===== src/rtl/divider_res_buffer_pkg.sv =====
// Shared defaults and helpers for the divider result buffer.
package divider_res_buffer_pkg;

    // Default geometry; the divider latency equals the dividend width for divider_man.
    localparam int unsigned DefN     = 5;
    localparam int unsigned DefM     = 3;
    localparam int unsigned DefLat   = DefN;
    localparam int unsigned DefDepth = 4;

    // Width of a counter that must hold values 0..depth inclusive.
    function automatic int unsigned cnt_width(input int unsigned depth);
        return $clog2(depth + 1);
    endfunction

endpackage


===== src/rtl/divider_res_fifo.sv =====
// Depth x W synchronous FIFO built from a register array, first-word fall-through.
// A push while full is ignored unless a pop in the same cycle frees the slot.
module divider_res_fifo
    import divider_res_buffer_pkg::*;
#(
    parameter int unsigned W     = 9,
    parameter int unsigned Depth = DefDepth,
    parameter int unsigned CntW  = cnt_width(Depth)
) (
    input  logic            clk_i,
    input  logic            rst_i,
    input  logic            push_i,
    input  logic [W-1:0]    wdata_i,
    input  logic            pop_i,
    output logic [W-1:0]    rdata_o,
    output logic            full_o,
    output logic            empty_o,
    output logic [CntW-1:0] count_o
);

    localparam int unsigned PtrW = (Depth > 1) ? $clog2(Depth) : 1;

    logic [W-1:0]    mem_q [Depth];
    logic [PtrW-1:0] wr_ptr_q, wr_ptr_d;
    logic [PtrW-1:0] rd_ptr_q, rd_ptr_d;
    logic [CntW-1:0] count_q, count_d;
    logic            do_push, do_pop;

    assign full_o  = (count_q == CntW'(Depth));
    assign empty_o = (count_q == '0);
    assign count_o = count_q;
    assign rdata_o = mem_q[rd_ptr_q];

    assign do_pop  = pop_i & ~empty_o;
    assign do_push = push_i & (~full_o | do_pop);

    // Pointer and occupancy next-state; Depth is a power of two so pointers wrap naturally.
    always_comb begin
        wr_ptr_d = wr_ptr_q;
        rd_ptr_d = rd_ptr_q;
        count_d  = count_q;
        if (do_push) begin
            wr_ptr_d = wr_ptr_q + PtrW'(1);
        end
        if (do_pop) begin
            rd_ptr_d = rd_ptr_q + PtrW'(1);
        end
        if (do_push && !do_pop) begin
            count_d = count_q + CntW'(1);
        end else if (!do_push && do_pop) begin
            count_d = count_q - CntW'(1);
        end
    end

    // Storage and pointer registers.
    always_ff @(posedge clk_i) begin
        if (rst_i) begin
            for (int unsigned i = 0; i < Depth; i++) begin
                mem_q[i] <= '0;
            end
            wr_ptr_q <= '0;
            rd_ptr_q <= '0;
            count_q  <= '0;
        end else begin
            if (do_push) begin
                mem_q[wr_ptr_q] <= wdata_i;
            end
            wr_ptr_q <= wr_ptr_d;
            rd_ptr_q <= rd_ptr_d;
            count_q  <= count_d;
        end
    end

endmodule


===== src/rtl/divider_res_buffer.sv =====
// Wrapper around the non-stallable pipelined divider: issues requests as single-cycle
// pulses, tracks divide-by-zero alongside the pipeline, and buffers results in a FIFO.
// Credits (in flight + buffered) never exceed Depth, so a legal result always has room.
module divider_res_buffer
    import divider_res_buffer_pkg::*;
#(
    parameter int unsigned N     = DefN,
    parameter int unsigned M     = DefM,
    parameter int unsigned Lat   = DefLat,
    parameter int unsigned Depth = DefDepth
) (
    input  logic         clk_i,
    input  logic         rst_i,
    input  logic         in_valid_i,
    output logic         in_ready_o,
    input  logic [N-1:0] in_dividend_i,
    input  logic [M-1:0] in_divisor_i,
    output logic         div_data_rdy_o,
    output logic [N-1:0] div_dividend_o,
    output logic [M-1:0] div_divisor_o,
    input  logic         div_res_rdy_i,
    input  logic [N-1:0] div_merchant_i,
    input  logic [M-1:0] div_remainder_i,
    output logic         out_valid_o,
    input  logic         out_ready_i,
    output logic [N-1:0] out_quotient_o,
    output logic [M-1:0] out_remainder_o,
    output logic         out_dz_o,
    output logic         err_o
);

    localparam int unsigned CntW = cnt_width(Depth);
    localparam int unsigned SumW = CntW + 1;
    localparam int unsigned EntW = N + M + 1;

    logic            accept;
    logic            pop;
    logic [SumW-1:0] credit_used;

    logic            data_rdy_q;
    logic [N-1:0]    dividend_q;
    logic [M-1:0]    divisor_q;
    logic [CntW-1:0] inflight_q, inflight_d;
    logic [Lat:0]    dz_q, dz_d;
    logic            err_q, err_d;

    logic [EntW-1:0] fifo_wdata;
    logic [EntW-1:0] fifo_rdata;
    logic            fifo_full;
    logic            fifo_empty;
    logic [CntW-1:0] fifo_count;
    logic            res_dz;

    // Credit check uses registered state only, so in_ready never depends on in_valid.
    assign credit_used = SumW'(inflight_q) + SumW'(fifo_count);
    assign in_ready_o  = (credit_used < SumW'(Depth));
    assign accept      = in_valid_i & in_ready_o;
    assign pop         = out_valid_o & out_ready_i;

    assign div_data_rdy_o = data_rdy_q;
    assign div_dividend_o = dividend_q;
    assign div_divisor_o  = divisor_q;

    // Tail of the dz shift register lines up with div_res_rdy for the same request.
    assign res_dz     = dz_q[Lat];
    assign fifo_wdata = res_dz ? {{N{1'b1}}, {M{1'b0}}, 1'b1}
                               : {div_merchant_i, div_remainder_i, 1'b0};

    // Next-state for the in-flight counter, dz tracker and sticky error.
    always_comb begin
        inflight_d = inflight_q;
        if (accept && !div_res_rdy_i) begin
            inflight_d = inflight_q + CntW'(1);
        end else if (!accept && div_res_rdy_i && (inflight_q != '0)) begin
            // Guard keeps a spurious res_rdy from wrapping the counter.
            inflight_d = inflight_q - CntW'(1);
        end

        dz_d = {dz_q[Lat-1:0], accept & (in_divisor_i == '0)};

        err_d = err_q;
        if (div_res_rdy_i && (inflight_q == '0)) begin
            err_d = 1'b1;
        end
        if (div_res_rdy_i && fifo_full && !pop) begin
            err_d = 1'b1;
        end
    end

    // Issue register: one data_rdy pulse per accepted request.
    always_ff @(posedge clk_i) begin
        if (rst_i) begin
            data_rdy_q <= 1'b0;
            dividend_q <= '0;
            divisor_q  <= '0;
        end else begin
            data_rdy_q <= accept;
            if (accept) begin
                dividend_q <= in_dividend_i;
                divisor_q  <= in_divisor_i;
            end
        end
    end

    // Bookkeeping registers.
    always_ff @(posedge clk_i) begin
        if (rst_i) begin
            inflight_q <= '0;
            dz_q       <= '0;
            err_q      <= 1'b0;
        end else begin
            inflight_q <= inflight_d;
            dz_q       <= dz_d;
            err_q      <= err_d;
        end
    end

    assign err_o = err_q;

    divider_res_fifo #(
        .W     (EntW),
        .Depth (Depth),
        .CntW  (CntW)
    ) u_fifo (
        .clk_i   (clk_i),
        .rst_i   (rst_i),
        .push_i  (div_res_rdy_i),
        .wdata_i (fifo_wdata),
        .pop_i   (pop),
        .rdata_o (fifo_rdata),
        .full_o  (fifo_full),
        .empty_o (fifo_empty),
        .count_o (fifo_count)
    );

    assign out_valid_o = ~fifo_empty;
    assign {out_quotient_o, out_remainder_o, out_dz_o} = fifo_rdata;

endmodule


===== config.mk =====
export PLATFORM = sky130hd
export DESIGN_NAME = divider_res_buffer
export DESIGN_NICKNAME = d
export VERILOG_FILES = /design/src/rtl/divider_res_buffer_pkg.sv /design/src/rtl/divider_res_fifo.sv /design/src/rtl/divider_res_buffer.sv
export SDC_FILE = /design/constraint.sdc
export NUM_CORES = 1
export LEC_CHECK = 0
export BUFFER_PORTS_ARGS = -buffer_cell sky130_fd_sc_hd__buf_4
export CAP_MARGIN = 30
export CORE_UTILIZATION = 40
export CTS_BUF_LIST = sky130_fd_sc_hd__clkbuf_8
export DETAILED_ROUTE_END_ITERATION = 10
export GPL_TIMING_DRIVEN = 0
export PLACE_DENSITY_LB_ADDON = 0.12
export SLEW_MARGIN = 20
export SYNTH_ARGS = -nofsm -noshare
export SYNTH_HDL_FRONTEND = slang
export SYNTH_SLANG_ARGS = --single-unit
export TNS_END_PERCENT = 30

===== constraint.sdc =====
create_clock -name clk_i -period 2.91 [get_ports clk_i]
set_input_delay 0.291 -clock clk_i [delete_from_list [all_inputs] [get_ports clk_i]]
set_output_delay 0.291 -clock clk_i [all_outputs]
set_load 0.02 [all_outputs]

Yosys cells after proc, flatten, opt, wreduce, memory -nomap -nowiden
Memories as Yosys holds them, arrays and structs flattened. A register that Yosys moved wholly into a read port is not among the register bits.
Cells that the tools add are included.
{"block": "word_totals", "reg_bits": 26, "latchBits": 0, "ramBits": 36, "romBits": 0, "inputBits": 21, "out_inout_bits": 21, "word_cells": 65, "n_memories": 1}
{"block": "op_classes", "n_addsub": 7, "mul": 0, "div": 0, "magnitude_cmp": 1, "n_eq_ne": 1, "shifts": 0, "n_mux": 17, "bitwise_logic": 8, "reduce_logical": 21}
{"name": "u_fifo.mem_q", "words": 4, "width": 9, "rd": 1, "rd_clocked_by_memory_dff": 1, "wr": 4, "line": "divider_res_fifo.sv:23", "rtl": "logic [W-1:0] mem_q [Depth];"}
{"op": "9-bit two-way mux", "count": 2}
{"op": "3-bit two-way mux", "count": 4}
{"op": "3-bit zero test", "count": 3}
{"op": "9-bit OR reduction", "count": 1}
{"op": "1-bit logical AND", "count": 8}
{"op": "1-bit two-way mux", "count": 8}
{"op": "3-bit by 1-bit adder with 3-bit output, second input constant", "count": 2}
{"op": "2-bit two-way mux", "count": 3}
{"op": "2-bit nonzero test", "count": 3}
{"op": "3-bit by 1-bit subtractor with 3-bit output, second input constant", "count": 2}
{"op": "1-bit AND", "count": 5}
{"op": "1-bit zero test", "count": 5}
{"op": "2-bit by 1-bit adder with 2-bit output, second input constant", "count": 2}
{"op": "3-bit by 3-bit adder with 4-bit output", "count": 1}
{"op": "4-bit by 3-bit < comparator with 1-bit output, second input constant", "count": 1}
{"op": "3-bit == test, second input constant", "count": 1}
{"op": "3-bit nonzero test", "count": 1}
{"op": "1-bit NOT", "count": 2}
{"op": "1-bit bitwise OR", "count": 1}

Logic depth before layout (Yosys ltp)
{"block": "depth", "ltp_word": 11, "depth_mapped": 9, "depth_no_buf": 8}

By module
A second synthesis with hierarchy kept.
{"block": "hier_totals", "cells_unflattened": 215, "area_unflattened_um2": 2855.2}
{"module": "divider_res_fifo", "n_inst": 1, "cells_each": 134, "area_per_inst_um2": 2005.7, "seq_area_each_um2": 1261.2}
{"module": "divider_res_buffer", "n_inst": 1, "cells_each": 81, "area_per_inst_um2": 849.6, "seq_area_each_um2": 380.4}

Least setup slack after synthesis
OpenSTA, ideal clock, no wires.
{"block": "synth_timing", "path_type": "reg2reg", "start": "register inflight_q[1]", "end": "register inflight_q[2]", "setup_time_ps": 121, "t_arrival_ps": 2489, "t_required_ps": 2789, "path_slack_ps": 300, "path_stages_with_launch": 10, "n_path_buf": 1, "synth_period_minus_slack_ps": 2610, "cell_sequence": "dfxtp_1 ha_1 and3_1 nand3b_1 buf_2 or2_2 fa_1 nor2b_1 mux2i_1 mux2_2"}
{"block": "synth_between", "elab_chain_cells": 7, "elab_cells_between_ends": 13, "classes_between": "3 x add/sub; 1 x order compare; 2 x mux; 1 x bitwise; 6 x reduce/logical"}
{"element": "start: declaration", "line": "divider_res_buffer.sv:43", "rtl": "logic [CntW-1:0] inflight_q, inflight_d;"}
{"element": "start signal: assignment", "line": "divider_res_buffer.sv:112", "rtl": "inflight_q <= inflight_d;"}
{"element": "3-bit by 3-bit adder with 4-bit output", "line": "divider_res_buffer.sv:55", "rtl": "assign credit_used = SumW'(inflight_q) + SumW'(fifo_count);"}
{"element": "4-bit by 3-bit < comparator with 1-bit output", "line": "divider_res_buffer.sv:56", "rtl": "assign in_ready_o = (credit_used < SumW'(Depth));"}
{"element": "1-bit AND", "line": "divider_res_buffer.sv:57", "rtl": "assign accept = in_valid_i & in_ready_o;"}
{"element": "1-bit zero test", "line": "divider_res_buffer.sv:74", "rtl": "end else if (!accept && div_res_rdy_i && (inflight_q != '0)) begin"}
{"element": "1-bit logical AND (2 in a row)", "line": "divider_res_buffer.sv:74"}
{"element": "2-bit nonzero test (no source line)"}
Several ways; a longest one is shown, not always the timed one. The select of a mux whose other input is x is not followed.
A chain may end at the register's enable or synchronous reset.

Final worst setup path
{"block": "layout_timing", "start": "register u_fifo.count_q[1] (netlist: u_fifo.count_o[1])", "end": "register inflight_q[2]"}
{"block": "layout_between", "elab_chain_cells": 7, "elab_cells_between_ends": 9, "classes_between": "1 x add/sub; 1 x order compare; 1 x mux; 1 x bitwise; 5 x reduce/logical"}
{"element": "start: declaration", "line": "divider_res_fifo.sv:26", "rtl": "logic [CntW-1:0] count_q, count_d;"}
{"element": "start signal: assignment", "line": "divider_res_fifo.sv:70", "rtl": "count_q <= count_d;"}
{"element": "3-bit by 3-bit adder with 4-bit output *", "line": "divider_res_buffer.sv:55"}
{"element": "4-bit by 3-bit < comparator with 1-bit output *", "line": "divider_res_buffer.sv:56"}
{"element": "1-bit AND *", "line": "divider_res_buffer.sv:57"}
{"element": "1-bit zero test", "line": "divider_res_buffer.sv:74"}
{"element": "1-bit logical AND (2 in a row)", "line": "divider_res_buffer.sv:74"}
{"element": "2-bit nonzero test (no source line)"}
Mark *: on every way between the ends. The rest lies on a longest branch, timed or not.

==> results.md <==
- Clock Latency Late Sink: 0.33 ns
- Arrival time worst endpoint: 2.99 ns
- Crit path kind: reg -> reg
- Non-Filler Instances: 348
- Die footprint: 7060 um2
- Share of the synthesized area in the top cell type: 40.2%
- Placed cells: 333
- NumNets Final: 293
- Clock Sinks: 64
- Fin. Hold Viols: 0
- First-pass GRT wire length: 8630 um
- Post-synthesis async set-or-reset flop share: 0%
- FP Rows: 29
- Die height: 84.0 um
- Tmin final: 2.77 ns
- Power Density: 855 nW/um2
- Postcts setup bufs: 0
- Max H-tree Level: 3
- Largest net degree at the start of global routing: 11
- GRT Total Usage: 16.4%
- Dominant cells by area after synthesis: edfxtp_1 (40%), dfxtp_1 (21%), nor2_1 (8.7%)
- Slew at the pin closest to its max-slew limit: 0.578 ns
- Top cell type by total area after synthesis: edfxtp_1
- Top_reg_cell synth: edfxtp_1
- R2R depth: 9
- Routed wire length: 5160 um
- Num ports: 42
- Post-route cell area: 3240 um2
- Synthesized area per cell: 12.5 um2
- RSZ-0062 raised after global routing: false
- Detailed Route Iter0 Violations: 61
- Slew margin rel.: 61.5%
- Post-synth EDFFs: 36
- ANT nets after route: 0
- TritonRoute pass-1 iters: 7
- Register Area: 1640 um2
- Ant diodes: 0
- Synth Register Bits: 64
- Syn Inst Count: 216
- Critical Path Fanout Max: 10
- Final core occ: 50.5%
- Worst Path Required: 3.13 ns
- Worst Hold Class: in -> reg
- Reg2reg start: u_fifo.count_o[1]$_SDFFE_PP0P_
- Filler cells: 605
- Clock transition at path regs: 0.07 ns
- Max-slew violations: 0
- Via count of the first global-routing pass: 1,814
- DRC: 2
- Worst Hold End: dz_q[0]$_SDFF_PP0_
- IO buf count: 40
- CTS tree: built
- Cell Area, Placed: 3090 um2
- Reg2Reg Setup Slack: 0.14 ns
- Via count: 1,709
- Period utilization: 95.1%
- Maximum clock frequency: 0.361 GHz
- Die X-Extent: 84.0 um
- Syn. warnings: 0
- Peak supply drop: 0.382 mV
- Pleak: 1.37 nW
- Clk buf depth: 2
- Clk_skew: 0.00449 ns
- Num CTS Buffers: 9
- Multi-input logic area: 970 um2
- WL per Instance: 14.8 um
- HPWL Detailed: 3370 um
- Max Cap Viol: 0
- Netlist cell types: 34
- Failing checks: design-rule violations
- R2r endpoint: inflight_q[2]$_SDFFE_PP0P_
- Synthesis-to-finish area growth: 20.5%
- DR vias/cell: 4.91
- Core box area: 6420 um2
- Crit end category: register
- Overflow left after global routing: 0
- HP Start: in_divisor_i[2]
- WHS Path Cells: 2
- Root buf cell: clkbuf_8
- Initial Util: 41.9%
- Sequential area share after synthesis: 61.0%
- Antenna violations before repair: 0
- Startpoint Class: register
- WHS: 0.129 ns
- Syn Nets: 242
- Outcome: finished with violations
- Routability Congestion: 0.737
- Setup TNS Final: 0 ns
- Share of cells above drive strength 1: 26.9%
- Synthesized area: 2690 um2
- Setup violators final: 0
## Yosys cell counts, types with 2 or more instances
master / n
nor2_1: 62
edfxtp_1: 36
dfxtp_1: 28
mux2i_1: 12
mux4_2: 9
nor2b_1: 9
inv_1: 6
nand2_1: 5
clkbuf_1: 4
or3_1: 4
xor2_1: 4
buf_2: 3
ha_1: 3
nand2b_1: 3
a21o_1: 2
a21oi_1: 2
and3_1: 2
buf_6: 2
fa_1: 2
mux2_2: 2
o31ai_1: 2
xnor2_1: 2
## through the flow
step	worst slack (ns)	power [mW]
floorplan	0.300	1.87
global placement	0.110	2.17
detailed placement	0.136	2.19
CTS	0.116	2.80
global route	0.00822	2.95
finish	0.143	2.77
## metal layers
layer,track usage [%],share of wire [%],up-vias
met5,0,0,-
met4,9.72,2.4,0
met3,4.25,4.7,12
met2,26.9,48,46
met1,19.5,45,802
li1,-,-,849
## critical path: stages, from the launching register on
cell and delay [ns]:
dfxtp_1 0.42, ha_1 0.26, and3_1 0.19, nand3b_1 0.23
clkbuf_4 0.27, or2_2 0.30, fa_1 0.37, nor2b_1 0.14
mux2i_1 0.13, mux2_2 0.34
## state kept, by name (all words and copies together), names as in the netlist, named ones only
register,cells
div_dividend_o,5
err_o,1
dz_q,6
u_fifo.rd_ptr_q,2
u_fifo.wr_ptr_q,2
u_fifo.count_o,3
div_divisor_o,3
u_fifo.mem_q,36
inflight_q,3
div_data_rdy_o,1
## kinds of logic (layout without fill, tap and decap cells)
kind of cell | after synthesis | count (layout) | share of synthesized area, %
buf+inv | 16 | 71 | 2.93
compound gates | 7 | 7 | 1.67
flops | 64 | 64 | 61.0
xor+xnor | 6 | 6 | 1.95
simple gates | 95 | 95 | 16.7
mux | 23 | 23 | 12.8
fa+ha+maj | 5 | 5 | 2.88
## timing repair
item,CTS,global route
hold buffers,0,0
gates resized for setup,0,2
setup endpoints to repair,0,1
## layout by cell type (no fill, tap or decap), drive strengths merged
cell	synthesis	final
and3	2	2
or2	1	1
nand3b	2	2
clkbuf	4	14
mux2	2	2
clkinv	0	5
o31ai	2	2
edfxtp	36	36
o21ai	1	1
xnor2	2	2
fa	2	2
inv	6	6
and2	1	1
a21o	2	2
mux4	9	9
ha	3	3
or3	4	4
clkinvlp	0	1
buf	6	45
xor2	4	4
nand4	1	1
dfxtp	28	28
a21oi	2	2
nand2	5	5
or4b	1	1
nor2b	9	9
mux2i	12	12
nand3	1	1
nor3	1	1
nor2	62	62
nand2b	4	4
nor4b	1	1
## area by class of cell
type / count / share of cell area (%)
well taps: 77 / 2.97
repair buffers: 40 / 9.26
plain buffers: 10 / 1.81
flip-flops and latches: 64 / 50.7
clock buffers: 9 / 3.82
clock inverters: 6 / 0.849
multi-input cells: 136 / 29.9
inverters: 6 / 0.695
## where the power goes
| group | switching, mW | leakage, nW | total, mW | internal [mW] |
|---|---|---|---|---|
| registers | 0.0949 | 0.605 | 1.20 | 1.10 |
| clock network | 0.322 | 0.0750 | 0.612 | 0.291 |
| logic | 0.495 | 0.687 | 0.962 | 0.468 |
| total | 0.912 | 1.37 | 2.77 | 1.86 |
## how the worst max path moves through the flow
stage	start	end	slack, ns	depth (start not counted)
2_1_floorplan	inflight_q[1]$_SDFFE_PP0P_	inflight_q[2]$_SDFFE_PP0P_	0.30	9
3_3_place_gp	inflight_q[1]$_SDFFE_PP0P_	inflight_q[2]$_SDFFE_PP0P_	0.11	9
3_5_place_dp	inflight_q[1]$_SDFFE_PP0P_	inflight_q[2]$_SDFFE_PP0P_	0.14	9
4_1_cts	inflight_q[1]$_SDFFE_PP0P_	inflight_q[2]$_SDFFE_PP0P_	0.12	9
5_1_grt	u_fifo.count_o[1]$_SDFFE_PP0P_	inflight_q[2]$_SDFFE_PP0P_	0.008	9
6_report	u_fifo.count_o[1]$_SDFFE_PP0P_	inflight_q[2]$_SDFFE_PP0P_	0.14	9
Power figures use the tool's default switching activity.
